$ cat src/rtl/disp7_pkg.sv
// Shared definitions for the 7-segment display scanner: digit geometry,
// cathode bit positions, common glyphs and the scan FSM state type.
package disp7_pkg;

   localparam int NUM_DIGITS = 4;
   localparam int SEG_W      = 8;

   // Bit positions inside one digit pattern {DP,G,F,E,D,C,B,A}
   localparam int SEG_A  = 0;
   localparam int SEG_B  = 1;
   localparam int SEG_C  = 2;
   localparam int SEG_D  = 3;
   localparam int SEG_E  = 4;
   localparam int SEG_F  = 5;
   localparam int SEG_G  = 6;
   localparam int SEG_DP = 7;

   // Glyphs produced by the upstream comparator logic (1 = segment lit)
   localparam logic [SEG_W-1:0] SEG_GT  = 8'h4C;
   localparam logic [SEG_W-1:0] SEG_LT  = 8'h58;
   localparam logic [SEG_W-1:0] SEG_EQ  = 8'h48;
   localparam logic [SEG_W-1:0] SEG_OFF = 8'h00;

   typedef enum logic {
      ACTIVE = 1'b0,
      BLANK  = 1'b1
   } scan_state_t;

   // Largest of three values, used to size the shared duration counter
   function automatic int max3(input int a, input int b, input int c);
      int m;
      m = (a > b) ? a : b;
      return (m > c) ? m : c;
   endfunction

endpackage

$ cat src/rtl/display7seg_scanner_scan_timer.sv
// scan_timer: free-running duration counter. It counts 0..last and pulses tc
// on the final count, restarting at 0 so the next phase begins cleanly.
module scan_timer #(
   parameter int W = 2
) (
   input  logic         clk,
   input  logic         rst_n,
   input  logic [W-1:0] last,
   output logic         tc
);

   logic [W-1:0] cnt_reg;

   assign tc = (cnt_reg == last);

   // Count up, wrap to zero on terminal count
   always_ff @(posedge clk or negedge rst_n) begin
      if (!rst_n) begin
         cnt_reg <= '0;
      end else if (tc) begin
         cnt_reg <= '0;
      end else begin
         cnt_reg <= cnt_reg + 1'b1;
      end
   end

endmodule

$ cat src/rtl/display7seg_scanner.sv
// display7seg_scanner: double-buffered, time-multiplexed driver for a 4-digit
// common-anode display. Frames are loaded into a shadow buffer and only copied
// to the active buffer at a frame boundary, so a frame is never torn mid-scan.
module display7seg_scanner
   import disp7_pkg::*;
#(
   parameter int REFRESH_DIV  = 100000,
   parameter int BLANK_CYCLES = 1000
) (
   input  logic                        clk,
   input  logic                        rst_n,
   input  logic                        load_valid,
   output logic                        load_ready,
   input  logic [NUM_DIGITS*SEG_W-1:0] seg_in,
   input  logic [NUM_DIGITS-1:0]       en_mask,
   output logic                        frame_done,
   output logic [NUM_DIGITS-1:0]       AN,
   output logic                        CA,
   output logic                        CB,
   output logic                        CC,
   output logic                        CD,
   output logic                        CE,
   output logic                        CF,
   output logic                        CG,
   output logic                        DP
);

   localparam int CNT_W = $clog2(max3(REFRESH_DIV, BLANK_CYCLES, 2));
   localparam int IDX_W = $clog2(NUM_DIGITS);
   localparam logic [CNT_W-1:0] ACTIVE_LAST = CNT_W'(REFRESH_DIV - 1);
   // A zero-length gap still needs one cycle in BLANK only right after reset
   localparam logic [CNT_W-1:0] BLANK_LAST  = CNT_W'((BLANK_CYCLES == 0) ? 0 : BLANK_CYCLES - 1);

   scan_state_t                      state_reg;
   scan_state_t                      state_next;
   logic [IDX_W-1:0]                 idx_reg;
   logic                             step;
   logic                             boundary;
   logic                             accept;
   logic                             tc;
   logic [CNT_W-1:0]                 timer_last;
   logic [NUM_DIGITS-1:0][SEG_W-1:0] shadow_seg_reg;
   logic [NUM_DIGITS-1:0][SEG_W-1:0] active_seg_reg;
   logic [NUM_DIGITS-1:0]            shadow_en_reg;
   logic [NUM_DIGITS-1:0]            active_en_reg;
   logic                             pending_reg;
   logic                             frame_done_reg;
   logic [NUM_DIGITS-1:0]            an_sel;
   logic [NUM_DIGITS-1:0]            an_next;
   logic [NUM_DIGITS-1:0]            an_reg;
   logic [SEG_W-1:0]                 seg_next;
   logic [SEG_W-1:0]                 seg_reg;

   assign timer_last = (state_reg == ACTIVE) ? ACTIVE_LAST : BLANK_LAST;

   scan_timer #(.W(CNT_W)) u_timer (
      .clk   (clk),
      .rst_n (rst_n),
      .last  (timer_last),
      .tc    (tc)
   );

   assign load_ready = !pending_reg;
   assign accept     = load_valid && !pending_reg;
   // Wrapping idx from the last digit back to 0 is the frame boundary
   assign boundary   = step && (idx_reg == IDX_W'(NUM_DIGITS - 1));

   // State register
   always_ff @(posedge clk or negedge rst_n) begin
      if (!rst_n) begin
         state_reg <= BLANK;
      end else begin
         state_reg <= state_next;
      end
   end

   // Next-state logic; step marks the move on to the next digit
   always_comb begin
      state_next = state_reg;
      step       = 1'b0;
      case (state_reg)
         ACTIVE: begin
            if (tc) begin
               if (BLANK_CYCLES == 0) begin
                  state_next = ACTIVE;
                  step       = 1'b1;
               end else begin
                  state_next = BLANK;
               end
            end
         end
         BLANK: begin
            if (tc) begin
               state_next = ACTIVE;
               step       = 1'b1;
            end
         end
         default: state_next = BLANK;
      endcase
   end

   // Active-low one-hot anode for the digit currently selected
   generate
      for (genvar gi = 0; gi < NUM_DIGITS; gi++) begin : g_an
         assign an_sel[gi] = (idx_reg != IDX_W'(gi));
      end
   endgenerate

   // Output decode: light the selected digit only when ACTIVE and enabled
   always_comb begin
      an_next  = '1;
      seg_next = '1;
      if (state_reg == ACTIVE && active_en_reg[idx_reg]) begin
         an_next  = an_sel;
         seg_next = ~active_seg_reg[idx_reg];
      end
   end

   // Digit index advances on every step and wraps naturally
   always_ff @(posedge clk or negedge rst_n) begin
      if (!rst_n) begin
         idx_reg <= '0;
      end else if (step) begin
         idx_reg <= idx_reg + 1'b1;
      end
   end

   // Shadow/active buffers and the pending flag behind load_ready
   always_ff @(posedge clk or negedge rst_n) begin
      if (!rst_n) begin
         shadow_seg_reg <= {NUM_DIGITS{SEG_OFF}};
         shadow_en_reg  <= '0;
         active_seg_reg <= {NUM_DIGITS{SEG_OFF}};
         active_en_reg  <= '0;
         pending_reg    <= 1'b0;
      end else begin
         if (boundary && pending_reg) begin
            active_seg_reg <= shadow_seg_reg;
            active_en_reg  <= shadow_en_reg;
         end
         // An accept can only happen with pending clear, so it never races
         // the shadow->active copy; it simply arms the next boundary.
         if (accept) begin
            shadow_seg_reg <= seg_in;
            shadow_en_reg  <= en_mask;
            pending_reg    <= 1'b1;
         end else if (boundary) begin
            pending_reg    <= 1'b0;
         end
      end
   end

   // Registered display outputs and frame pulse
   always_ff @(posedge clk or negedge rst_n) begin
      if (!rst_n) begin
         an_reg         <= '1;
         seg_reg        <= '1;
         frame_done_reg <= 1'b0;
      end else begin
         an_reg         <= an_next;
         seg_reg        <= seg_next;
         frame_done_reg <= boundary;
      end
   end

   assign frame_done = frame_done_reg;
   assign AN         = an_reg;
   assign CA         = seg_reg[SEG_A];
   assign CB         = seg_reg[SEG_B];
   assign CC         = seg_reg[SEG_C];
   assign CD         = seg_reg[SEG_D];
   assign CE         = seg_reg[SEG_E];
   assign CF         = seg_reg[SEG_F];
   assign CG         = seg_reg[SEG_G];
   assign DP         = seg_reg[SEG_DP];

endmodule
$ cat config.mk
export PLATFORM = sky130hd
export DESIGN_NAME = display7seg_scanner
export DESIGN_NICKNAME = d
export VERILOG_FILES = /design/src/rtl/disp7_pkg.sv /design/src/rtl/display7seg_scanner_scan_timer.sv /design/src/rtl/display7seg_scanner.sv
export SDC_FILE = /design/constraint.sdc
export NUM_CORES = 1
export LEC_CHECK = 0
export BUFFER_PORTS_ARGS = -buffer_cell sky130_fd_sc_hd__buf_4
export CORE_UTILIZATION = 46
export DETAILED_ROUTE_END_ITERATION = 8
export GPL_TIMING_DRIVEN = 1
export PLACE_DENSITY = 0.67
export SLEW_MARGIN = 25
export SYNTH_ARGS = -nofsm -noshare
export SYNTH_HDL_FRONTEND = slang
export SYNTH_SLANG_ARGS = --single-unit
$ cat constraint.sdc
create_clock -name clk -period 2.3 [get_ports clk]
set_input_delay 0 -clock clk [delete_from_list [all_inputs] [get_ports clk]]
set_output_delay 0 -clock clk [all_outputs]
set_load 0.05 [all_outputs]
==> impl_metrics.yaml, run 1 <==
status:
  status: "finished clean"
yosys:
  yosysTopAreaCell: "dfrtp_1"
  synthFlopType: "dfrtp_1"
  ys_types: 37
  syn_nets: 339
  syn_area_mm2: 0.00451
  synth.area.top_cells: "dfrtp_1, mux2_2, mux2_4"
  yosys_warnings: 0
  netlist_instances: 295
  synth_area_per_cell_um2: 15.3
  synth_top_area_share_pct: 51.6
  synthArstFlopShare_pct: 100
  seq_area_frac_synth_pct: 59.2
  synth_edf_count: 0
  synth_seq_cells: 106
place:
  place_hpwl_um: 5080
  io_buffers: 52
  place_area_mm2: 0.00511
  gp_congestion: 0.856
worst_setup_path:
  required_ns: 2.56
  r2r-start: "u_timer.cnt_reg[0]$_DFF_PN0_"
  cp-end-kind: "flop"
  arrival_ns: 2.44
  start_kind: "flop"
  cp_max_fo: 37
  slowest_stage: "dfrtp_1"
  reg2regPathDepth: 6
  path_cells: "ha_1 -> nor4b_2 -> nand3_2 -> nor4_4 -> buf_12 -> mux2_2"
  cp-startpoint: "u_timer.cnt_reg[0]$_DFF_PN0_"
  cp_slowest_stage_delay_ns: 0.39
  crit_type: "reg2reg"
sta:
  finalSetupViolCount: 0
  period_needed_ns: 2.18
  fmax_ghz: 0.458
  rsz0062_at_grt: "false"
  final.period_utilization_pct: 94.8
  tns_ns: 0
  worst_pin_slew_ns: 0.659
  skew_ns: 0.0124
  timing.hold.ws_ns: 0.126
  slew_violations: 0
  final_hold_viol_count: 0
  slew_headroom_pct: 55.8
cts:
  cts_tree: "built"
  h-tree-depth: 3
  clk_pin_slew_ns: 0.10
  cts_root_buf: "clkbuf_8"
  cts_resized: 0
  clock_path_buffers: 2
  cts_num_sinks: 106
  post-cts-setup-buffers: 0
  insertion_delay_ns: 0.38
  cts_made_buffers: 9
finish:
  area_growth_pct: 26.6
  final_common_cell: "dfrtp_1"
  final_cell_mix: "dfrtp_1, buf_4, mux2_2, dlygate4sd3_1, mux2_4"
  drive_gt1_share_pct: 45.9
  fin_util_pct: 60.9
  final_nets: 440
  final_cell_area_mm2: 0.00571
  diodes: 0
pwr:
  ir_worst_vdd_mv: 0.330
  p_leak_uw: 0.00257
  powerDensity_mw_per_mm2: 595
floorplan:
  die_h_um: 101
  start_util_pct: 48.1
  ios: 53
  core_mm2: 0.00937
  dieArea_mm2: 0.0102
  rows: 35
  die_width_um: 101
routing:
  wire_per_inst_um: 14.9
  drt_iter0_drc: 48
  first_pass_iters: 4
  ant_nets: 0
  vias: 2624
  drc: 0
  viasPerCell: 4.95
  totalWireLength_um: 7880
global_route:
  grt_antenna_before_repair: 0
  grt_max_degree: 49
  grt_pass1_vias: 2811
  grtUsageTotal_pct: 18.1
  grt.overflow.total: 0
  grt_pass1_wl_um: 13800
worst_hold_path:
  hp-class: "in2async"
job:
  maxCapViolations: 0
metrics by stage:
| step | std cells | total power [µW] | worst slack (ns) |
|---|---|---|---|
| after floorplan | 295 | 2060 | 0.0276 |
| after global placement | 476 | 2170 | 0.197 |
| after detailed placement | 476 | 2180 | 0.134 |
| after CTS | 530 | 3450 | 0.110 |
| after global routing | 530 | 3540 | 0.00872 |
| final | 530 | 3390 | 0.119 |
worst paths after layout:
kind                                             endpoint  slack, ns
min in group clk           shadow_seg_reg[10]$_DFFE_PN0P_       0.39
min                         shadow_seg_reg[3]$_DFFE_PN0P_       0.13
max reg2reg                  active_en_reg[0]$_DFFE_PN0P_       0.12
max                          active_en_reg[0]$_DFFE_PN0P_       0.12
min reg2reg                  u_timer.cnt_reg[0]$_DFF_PN0_       0.48
max in group asynchronous            seg_reg[1]$_DFF_PN1_       1.44
where the power goes:
part | internal [µW] | total [µW] | switching [µW]
clock network | 533 | 1200 | 669
logic | 142 | 214 | 72.8
registers | 1940 | 1980 | 39.3
total | 2610 | 3390 | 781
repair_timing:
item | in CTS | in global routing
hold endpoints to repair | 109 | 0
setup endpoints to repair | 0 | 0
hold buffers | 38 | 0
critical path: cells and delay by family (launching register included):
kind	cells	cell delay (ns)
muxes	1	0.37
DFF	1	0.39
and+or+nand+nor	3	0.74
buffers and inverters	1	0.30
adders and majority gates	1	0.25
synth_stat cells (all sizes together), types with 2 or more instances:
| cell type | instances |
|---|---|
| a21oi | 2 |
| and2 | 2 |
| and3 | 3 |
| buf | 6 |
| clkbuf | 4 |
| dfrtp | 93 |
| dfstp | 13 |
| ha | 5 |
| inv | 5 |
| mux2 | 74 |
| mux4 | 9 |
| nand2 | 20 |
| nand3 | 7 |
| nand4 | 4 |
| nor2 | 13 |
| nor2b | 3 |
| nor3 | 3 |
| nor4 | 2 |
| nor4b | 2 |
| or4 | 2 |
| xnor2 | 9 |
| xor2 | 5 |
cell type report:
| cell class | instances | area (µm²) |
|---|---|---|
| multi-input combinational | 174 | 1760 |
| timing repair buffer | 100 | 883 |
| clock inverter | 7 | 92.6 |
| sequential | 106 | 2670 |
| inverter | 5 | 18.8 |
| fill | 724 | 3660 |
| clock buffer | 9 | 124 |
| tap | 129 | 161 |
per-layer routing:
metal	part of all wire, %	track usage, %	wire length (µm)
met5	0	0	0
met4	1.2	5.69	97
met3	3.5	4.37	277
met2	49	29.9	3860
met1	46	23.6	3640
cell families (layout without fill, tap and decap cells):
| logic type | after synthesis | in the layout | share of synthesized area [%] |
|---|---|---|---|
| AND/OR/NAND/NOR | 66 | 66 | 8.27 |
| multiplexers | 83 | 83 | 25.4 |
| XOR/XNOR | 14 | 14 | 2.72 |
| AO/OA/AOI/OAI | 6 | 6 | 0.999 |
| flip-flops | 106 | 106 | 59.2 |
| buffers and inverters | 15 | 121 | 2.03 |
| adder cells (fa/ha/maj) | 5 | 5 | 1.39 |
Power figures use the tool's default switching activity.
==> run 2, diff against run 1 <==
--- a/config.mk
+++ b/config.mk
@@ -10,7 +10,7 @@
 export DETAILED_ROUTE_END_ITERATION = 8
 export GPL_TIMING_DRIVEN = 1
 export PLACE_DENSITY = 0.67
-export SLEW_MARGIN = 25
+export RECOVER_POWER = 100
 export SYNTH_ARGS = -nofsm -noshare
 export SYNTH_HDL_FRONTEND = slang
 export SYNTH_SLANG_ARGS = --single-unit
==> constraint.sdc (replaced) <==
create_clock -name clk -period 2.3 [get_ports clk]
set_input_delay 0.23 -clock clk [delete_from_list [all_inputs] [get_ports clk]]
set_output_delay 0.23 -clock clk [all_outputs]
set_load 0.05 [all_outputs]
==> run 2 against run 1 <==
Effect of this change:
- wire length is 2.3% lower
- maximum frequency is 2.2% higher
- register-to-register slack better by 0.05 ns
- non-clock buffer count is 37 lower
- flip-flop and latch count stayed put
- clock skew is 0.00060 ns lower
- core utilization is 6.4 points lower
- sequential power hardly changed
- hold slack worse by 0.043 ns
- highest routed layer unchanged
==> impl_metrics.yaml, run 2 (same netlist as run 1, synthesis figures left out) <==
status:
  status: "finished clean"
floorplan:
  die_h_um: 101
  start_util_pct: 48.1
  ios: 53
  die_width_um: 101
  rows: 35
  dieArea_mm2: 0.0102
  core_mm2: 0.00937
cts:
  cts_made_buffers: 9
  post-cts-setup-buffers: 0
  clk_pin_slew_ns: 0.10
  h-tree-depth: 3
  clock_path_buffers: 2
  cts_resized: 0
  cts_num_sinks: 106
  cts_tree: "built"
  cts_root_buf: "clkbuf_8"
  insertion_delay_ns: 0.37
worst_setup_path:
  cp_slowest_stage_delay_ns: 0.48
  r2r_slack_ns: 0.17
  cp-end-kind: "flop"
  path_delay_family: "simple AND/OR/NAND/NOR gates"
  path_cells: "buf_4 -> nand4b_1 -> or4_1 -> a221oi_1 -> clkbuf_1 -> nor2_1"
  cp-startpoint: "u_timer.cnt_reg[10]$_DFF_PN0_"
  crit_type: "reg2reg"
  start_kind: "flop"
  path_depth: 6
  worstReg2RegEnd: "u_timer.cnt_reg[6]$_DFF_PN0_"
  required_ns: 2.53
  r2r-start: "u_timer.cnt_reg[10]$_DFF_PN0_"
  slowest_stage: "or4_1"
  arrival_ns: 2.37
  cp_max_fo: 10
  critPathCapture: "u_timer.cnt_reg[6]$_DFF_PN0_"
  crit_buf_inv: 2
  reg2regPathDepth: 6
pwr:
  ir_worst_vdd_mv: 0.424
  p_leak_uw: 0.00235
  powerDensity_mw_per_mm2: 642
place:
  place_worst_setup_slack_ns: 0.139
  gp_congestion: 0.857
  io_buffers: 52
  place_hpwl_um: 5220
sta:
  skew_ns: 0.0118
  slew_headroom_pct: 29.6
  slew_violations: 0
  fmax_ghz: 0.469
  worst_pin_slew_ns: 1.05
  final.period_utilization_pct: 92.8
  timing.hold.ws_ns: 0.0833
  final_hold_viol_count: 0
  rsz0062_at_grt: "false"
  setup_slack_ns: 0.166
  finalSetupViolCount: 0
  period_needed_ns: 2.13
  tns_ns: 0
routing:
  totalWireLength_um: 7690
  drt_iter0_drc: 70
  drc: 0
  vias: 2498
  first_pass_iters: 4
  ant_nets: 0
  wire_per_inst_um: 15.6
  met1_length_um: 3610
  wl_met2_um: 3680
  top_layer_used: "met4"
  wl_met3_um: 307
  viasPerCell: 5.08
global_route:
  grt.overflow.total: 0
  grtUsageTotal_pct: 16.9
  grt_pass1_vias: 2563
  grt_antenna_before_repair: 0
  grt_max_degree: 49
  grt_pass1_wl_um: 12900
worst_hold_path:
  hp-class: "in2reg"
finish:
  drive_gt1_share_pct: 37.5
  diodes: 0
  area_growth_pct: 13.3
  final_cell_mix: "dfrtp_1, mux2_2, buf_4, mux2_1, nand2_1"
  final_nets: 403
  final_common_cell: "dfrtp_1"
job:
  maxCapViolations: 0
run 2: stage by stage:
| stage | cells | total power, µW | utilization [%] | cell area [µm²] |
|---|---|---|---|---|
| 2_1_floorplan | 295 | 2060 | - | 4510 |
| 3_3_place_gp | 476 | 2170 | 54.5 | 5110 |
| 3_5_place_dp | 476 | 2180 | 54.5 | 5110 |
| 4_1_cts | 492 | 3350 | 56.7 | 5320 |
| 5_1_grt | 492 | 3420 | 54.5 | 5110 |
| 6_report | 492 | 3280 | 54.5 | 5110 |
run 2: metal layers:
metal,GRT usage [%],vias up
met5,0,-
met4,5.02,0
met3,4.44,12
met2,27.2,46
met1,22.5,1271
li1,-,1169
run 2: worst min-delay path by stage:
stage	slack, ns	start	cells after the start	end
after floorplan	-0.07	rst_n	0	active_en_reg[0]$_DFFE_PN0P_
after global placement	0.21	rst_n	1	shadow_seg_reg[7]$_DFFE_PN0P_
after detailed placement	0.22	rst_n	1	shadow_seg_reg[7]$_DFFE_PN0P_
after CTS	0.06	seg_in[17]	2	shadow_seg_reg[17]$_DFFE_PN0P_
after global routing	0.07	seg_in[17]	2	shadow_seg_reg[17]$_DFFE_PN0P_
final	0.08	seg_in[25]	2	shadow_seg_reg[25]$_DFFE_PN0P_
run 2: worst reg2reg max path, cell delays in order, from the launching register on:
cell,delay (ns)
dfrtp_1,0.38
buf_4,0.16
nand4b_1,0.09
or4_1,0.48
a221oi_1,0.36
clkbuf_1,0.43
nor2_1,0.10
run 2: timing repair:
action | 4_1_cts | 5_1_grt
hold buffers | 1 | 0
hold endpoints to repair | 29 | 0
setup endpoints to repair | 0 | 0
run 2: area by class of cell:
class | count | area, µm²
sequential | 106 | 2670
inverter | 5 | 18.8
clock buffer | 9 | 124
clock inverter | 6 | 75.1
timing repair buffer | 63 | 423
fill | 842 | 4260
tap | 129 | 161
multi-input combinational | 174 | 1640
run 2: power breakdown:
| group | switching, µW | internal [µW] |
|---|---|---|
| Clock | 637 | 513 |
| Combinational | 60.1 | 95.2 |
| Sequential | 38.0 | 1940 |
